**src/rtl/seven_seg_pkg.sv**
```systemverilog
// Shared types and constants for the six-digit 7-segment scan driver.
// Segment patterns are active-low {g,f,e,d,c,b,a}.
package seven_seg_pkg;

  localparam int unsigned NUM_DIGITS = 6;
  localparam int unsigned DIGIT_W    = 4;

  typedef logic [2:0] digit_idx_t;
  typedef logic [6:0] seg_t;

  localparam digit_idx_t LAST_IDX = 3'(NUM_DIGITS - 1);

  localparam seg_t SEG_0     = 7'h40;
  localparam seg_t SEG_1     = 7'h79;
  localparam seg_t SEG_2     = 7'h24;
  localparam seg_t SEG_3     = 7'h30;
  localparam seg_t SEG_4     = 7'h19;
  localparam seg_t SEG_5     = 7'h12;
  localparam seg_t SEG_6     = 7'h02;
  localparam seg_t SEG_7     = 7'h78;
  localparam seg_t SEG_8     = 7'h00;
  localparam seg_t SEG_9     = 7'h10;
  localparam seg_t SEG_BLANK = 7'h7F;

  // Decimal points sit after hours and minutes (hh.mm.ss)
  localparam logic [NUM_DIGITS-1:0] DP_MASK = 6'b010100;

  // One consistent snapshot of the stopwatch time
  typedef struct packed {
    logic [0:0] hr_1;
    logic [3:0] hr_0;
    logic [2:0] min_1;
    logic [3:0] min_0;
    logic [2:0] sec_1;
    logic [3:0] sec_0;
  } time_digits_t;

  function automatic logic [DIGIT_W-1:0] digit_sel(time_digits_t t, digit_idx_t idx);
    logic [DIGIT_W-1:0] d;
    d = '0;
    case (idx)
      3'd0:    d = t.sec_0;
      3'd1:    d = DIGIT_W'(t.sec_1);
      3'd2:    d = t.min_0;
      3'd3:    d = DIGIT_W'(t.min_1);
      3'd4:    d = t.hr_0;
      3'd5:    d = DIGIT_W'(t.hr_1);
      default: d = '0;
    endcase
    return d;
  endfunction

endpackage

```
**src/rtl/bcd_to_7seg.sv**
```systemverilog
// Combinational BCD to active-low 7-segment decoder; codes 10-15 decode to blank.
module bcd_to_7seg
  import seven_seg_pkg::*;
(
  input  logic [3:0] bcd,
  output logic [6:0] seg_c
);

  always_comb begin
    seg_c = SEG_BLANK;
    case (bcd)
      4'd0:    seg_c = SEG_0;
      4'd1:    seg_c = SEG_1;
      4'd2:    seg_c = SEG_2;
      4'd3:    seg_c = SEG_3;
      4'd4:    seg_c = SEG_4;
      4'd5:    seg_c = SEG_5;
      4'd6:    seg_c = SEG_6;
      4'd7:    seg_c = SEG_7;
      4'd8:    seg_c = SEG_8;
      4'd9:    seg_c = SEG_9;
      default: seg_c = SEG_BLANK;
    endcase
  end

endmodule

```
**src/rtl/seven_seg_pwm_scan.sv**
```systemverilog
// Multiplexes six stopwatch digits onto a common-anode display with PWM dimming
// and a blanking guard per slot. Optional macro SEVEN_SEG_LEAD_ZERO_BLANK_EN hides leading hour zeros.
module seven_seg_pwm_scan
  import seven_seg_pkg::*;
#(
  parameter int unsigned REFRESH_CYCLES = 200_000,
  parameter int unsigned BLANK_CYCLES   = 64,
  parameter int unsigned PWM_W          = 8
) (
  input  logic             clk,
  input  logic             rst,
  input  logic [3:0]       sec_0,
  input  logic [2:0]       sec_1,
  input  logic [3:0]       min_0,
  input  logic [2:0]       min_1,
  input  logic [3:0]       hr_0,
  input  logic             hr_1,
  input  logic [PWM_W-1:0] duty,
  output logic [5:0]       an,
  output logic [6:0]       seg,
  output logic             dp
);

  localparam int unsigned SLOT_W = (REFRESH_CYCLES > 1) ? $clog2(REFRESH_CYCLES) : 1;

  logic [SLOT_W-1:0]     slot_cnt;
  logic [PWM_W-1:0]      pwm_cnt;
  logic [PWM_W-1:0]      duty_lat;
  digit_idx_t            idx;
  time_digits_t          snap;

  logic                  slot_start_c;
  logic                  slot_wrap_c;
  logic                  pwm_on_c;
  logic                  lead_blank_c;
  logic [DIGIT_W-1:0]    digit_c;
  logic [6:0]            dec_seg_c;
  logic [6:0]            seg_c;
  logic [NUM_DIGITS-1:0] an_c;
  logic                  dp_c;

  assign slot_start_c = (slot_cnt == '0);
  assign slot_wrap_c  = (slot_cnt == SLOT_W'(REFRESH_CYCLES - 1));
  assign digit_c      = digit_sel(snap, idx);

  // Slot timer, digit index and per-slot PWM counter
  always_ff @(posedge clk) begin
    if (rst) begin
      slot_cnt <= '0;
      pwm_cnt  <= '0;
      idx      <= '0;
    end else if (slot_wrap_c) begin
      slot_cnt <= '0;
      pwm_cnt  <= '0;
      idx      <= (idx == LAST_IDX) ? '0 : idx + 3'd1;
    end else begin
      slot_cnt <= slot_cnt + SLOT_W'(1);
      pwm_cnt  <= pwm_cnt + PWM_W'(1);
    end
  end

  // Brightness is latched per slot; the time is latched once per scan so it never tears
  always_ff @(posedge clk) begin
    if (rst) begin
      duty_lat <= '0;
      snap     <= '0;
    end else if (slot_start_c) begin
      duty_lat <= duty;
      if (idx == '0) begin
        snap <= {hr_1, hr_0, min_1, min_0, sec_1, sec_0};
      end
    end
  end

  bcd_to_7seg u_dec (
    .bcd   (digit_c),
    .seg_c (dec_seg_c)
  );

  always_comb begin
    pwm_on_c     = (slot_cnt >= SLOT_W'(BLANK_CYCLES)) && (pwm_cnt < duty_lat);
    lead_blank_c = 1'b0;
`ifdef SEVEN_SEG_LEAD_ZERO_BLANK_EN
    if ((idx == 3'd5) && (snap.hr_1 == 1'b0)) begin
      lead_blank_c = 1'b1;
    end
    if ((idx == 3'd4) && (snap.hr_1 == 1'b0) && (snap.hr_0 == 4'd0)) begin
      lead_blank_c = 1'b1;
    end
`endif
    an_c = '1;
    if (pwm_on_c && !lead_blank_c) begin
      an_c[idx] = 1'b0;
    end
    seg_c = lead_blank_c ? SEG_BLANK : dec_seg_c;
    dp_c  = !(pwm_on_c && DP_MASK[idx]);
  end

  // Registered pin drivers
  always_ff @(posedge clk) begin
    if (rst) begin
      an  <= '1;
      seg <= SEG_BLANK;
      dp  <= 1'b1;
    end else begin
      an  <= an_c;
      seg <= seg_c;
      dp  <= dp_c;
    end
  end

endmodule
```
**config.mk**
```make
export PLATFORM = sky130hd
export DESIGN_NAME = seven_seg_pwm_scan
export DESIGN_NICKNAME = d
export VERILOG_FILES = /design/src/rtl/seven_seg_pkg.sv /design/src/rtl/bcd_to_7seg.sv /design/src/rtl/seven_seg_pwm_scan.sv
export SDC_FILE = /design/constraint.sdc
export NUM_CORES = 1
export LEC_CHECK = 0
export CAP_MARGIN = 20
export CELL_PAD_IN_SITES_DETAIL_PLACEMENT = 1
export CELL_PAD_IN_SITES_GLOBAL_PLACEMENT = 1
export CORE_ASPECT_RATIO = 0.75
export CORE_MARGIN = 2
export CORE_UTILIZATION = 45
export CTS_BUF_LIST = sky130_fd_sc_hd__clkbuf_4 sky130_fd_sc_hd__clkbuf_8
export CTS_CLUSTER_SIZE = 8
export DETAILED_ROUTE_END_ITERATION = 7
export DONT_BUFFER_PORTS = 1
export PLACE_DENSITY = 0.87
export SLEW_MARGIN = 15
export SYNTH_ARGS = -nofsm -noshare
export SYNTH_HDL_FRONTEND = slang
export SYNTH_HIERARCHICAL = 1
export SYNTH_SLANG_ARGS = --single-unit
```
**constraint.sdc**
```tcl
create_clock -name clk -period 3.7 [get_ports clk]
set_clock_uncertainty 0.05 [all_clocks]
set_input_delay 0.37 -clock clk [delete_from_list [all_inputs] [get_ports clk]]
set_output_delay 0.37 -clock clk [all_outputs]
set_load 0.1 [all_outputs]
```
==> metrics.yaml <==
whs_ns: 0.0582
critical_path_depth: 11
syn_inst: 403
startpoint: "idx[0]"
slew_viol_final: 0
worstSetupEndpoint: "seg[3]"
clk_path_buf_depth: 2
ff2ff_setup_slack_ns: 0.51
final_layout_size_suffix_gt1_frac: 0.0977
setup_viol: 0
cp_num_buf_inv: 2
start_util: 0.458
dp_slack_ns: 0.594
grt_start_max_net_pins: 65
cts-root-buf: "clkbuf_8"
outcome: "completed"
grt.total_usage: 0.202
rsz0062_at_grt: "false"
crit_fanout: 15
post_cts_buffers: 0
synth_top_cell_area_share: 0.399
cts_resized: 0
utilization: 0.491
r2r-end: "seg[3]"
hp-class: "input port to flop"
synth_edf_count: 0
fin_crit_sh: 0.861
dieWidth_um: 107
pin_count: 43
die_area_mm2: 0.00865
yosysMostFrequentCell: "dfxtp_1"
cts_tree: "done"
max_freq_ghz: 0.314
gp_congestion: 0.820
tns_ns: 0
ys_ff_latch: 71
crit_path_cell_trace: "clkinv_1 > nor2_1 > ha_1 > a32oi_1 > o21ai_0 > inv_1 > ha_1 > or2_1 > a21oi_2 > a31oi_1 > or2_2"
ys_top_cells_by_area: "dfxtp_1 (40%), mux2i_1 (6.7%), nand2b_1 (5.8%)"
max_slew_margin: 0.356
clk_pin_slew_worst_paths_ns: 0.08
min_period_ns: 3.19
rr_startpoint: "idx[0]"
maxCapViolations: 0
synth_area_per_cell_um2: 8.84
yosysWarnings: 6
vias: 2713
slowest_delay_ns: 0.68
cp-end-kind: "flop"
synth_area_mm2: 0.00356
overflow: 0
clk-insertion-delay-late_ns: 0.35
ir_drop_mv: 0.247
antenna_found_initial: 0
htree_levels: 3
cpMostUsedCell: "ha_1"
tightestPinTransition_ns: 0.965
layout_setup_ws_ns: 0.515
syn_nets: 448
detail-route-antenna-nets: 0
critPathRequiredTime_ns: 3.89
rr_worst_depth: 11
cts_buffers: 9
portBuffers: 0
avgViaCountPerCell: 5.38
final_nets: 439
drc: 0
firstDrtPassIters: 4
synth_seq_area_share: 0.399
arrival_ns: 3.38
finalHoldViolCount: 0
hold_depth: 1
power_density_mw_per_mm2: 492
hold_buffers: 0
crit_family: "simple AND/OR/NAND/NOR gates"
grt_pass1_wl_um: 13800
postSynth.asyncResetShare: 0
wl_um: 8180
critPathKind: "flop to flop"
synth_cell_types: 51
num_antenna_cells: 0
netlist_top_cells_count: "dfxtp_1 (71), nor2_1 (40), nand2b_1 (33), inv_1 (27), mux2i_1 (24)"
coreArea_mm2: 0.00778
ys.flop_type: "dfxtp_1"
wire_per_inst_um: 16.2
cts_sinks: 71
hpwlAfterDp_um: 5680
row_count: 28
start_kind: "flop"
die_y_um: 81.1
drtIter0Drc: 127
synth_area_leader_cell: "dfxtp_1"
syn_to_final_growth_pct: 7.20
slowest_stage: "dfxtp_1"
leakagePower_nw: 1.47
first_global_vias: 2769
## metal layers
layer | GRT usage | wire length, um | up-vias
li1 | - | - | 1348
met1 | 0.261 | 3990 | 1319
met2 | 0.337 | 3850 | 39
met3 | 0.0586 | 260 | 7
met4 | 0.0455 | 77 | 0
met5 | 0 | 0 | -
## worst register-to-register path: cells and delay by family (launching register included)
family | cells | cell delay, ns
fa+ha+maj | 2 | 0.45
simple gates | 3 | 0.70
compound gates | 4 | 0.58
flops | 1 | 0.68
buf+inv | 2 | 0.62
## kinds of logic after synthesis
kind of cell	Yosys count	share of synthesized area
compound gates	53	0.0885
xor+xnor	19	0.0467
fa+ha+maj	16	0.0562
buf+inv	50	0.0674
flops	71	0.399
mux	25	0.0706
simple gates	169	0.272
## worst min-delay path by stage
stage	from	end	slack, ns
floorplan	flop	dp	0.30
global placement	flop	dp	0.31
detailed placement	flop	dp	0.33
CTS	rst	duty_lat[1]	0.02
global route	rst	duty_lat[1]	0.02
finish	rst	idx[0]	0.06
## report_power, final
| group | switching [mW] | internal, mW |
|---|---|---|
| sequential | 0.110 | 0.811 |
| clock | 0.292 | 0.463 |
| combinational | 0.107 | 0.0938 |
## stage by stage
step | total power [mW] | area [um2] | cells
after global routing | 1.96 | 3820 | 504
after global placement | 1.12 | 3570 | 488
after CTS | 1.90 | 3820 | 504
after floorplan | 1.11 | 3560 | 403
after detailed placement | 1.14 | 3570 | 488
final | 1.88 | 3820 | 504
## state kept, by name, indices dropped and copies added (netlist names), named ones only
signal    flops
seg           7
snap         19
dp            1
duty_lat      8
idx           3
an            6
slot_cnt     18
pwm_cnt       8
## cell usage in the layout (no fill, tap or decap), types with 2 or more instances in the layout
| cell type | instances |
|---|---|
| nor3_1 | 9 |
| o21ai_0 | 19 |
| clkinv_2 | 2 |
| o31ai_1 | 2 |
| dfxtp_1 | 71 |
| or2b_1 | 11 |
| xnor2_1 | 12 |
| nand4_1 | 7 |
| or3_2 | 6 |
| bufinv_16 | 3 |
| mux2i_1 | 24 |
| nor4_1 | 6 |
| nor2b_1 | 2 |
| and3_1 | 4 |
| a31oi_1 | 3 |
| a21o_1 | 2 |
| a32oi_1 | 2 |
| or4_1 | 2 |
| nand3_1 | 21 |
| nor2_1 | 40 |
| or2_2 | 8 |
| a2111oi_0 | 2 |
| buf_4 | 2 |
| clkbuf_8 | 10 |
| a21oi_1 | 17 |
| nand2_1 | 8 |
| ha_1 | 16 |
| xor2_1 | 7 |
| nand2b_1 | 33 |
| inv_1 | 27 |
| or3_1 | 4 |
## cell type report
type / instances / area (um2)
Fill cell: 929 / 3960
Multi-Input combinational cell: 282 / 1900
Sequential cell: 71 / 1420
Clock buffer: 10 / 138
Tap cell: 105 / 131
Clock inverter: 6 / 108
Inverter: 28 / 105
Timing Repair Buffer: 2 / 15.0
No activity file was read; power rests on OpenSTA's default activity.
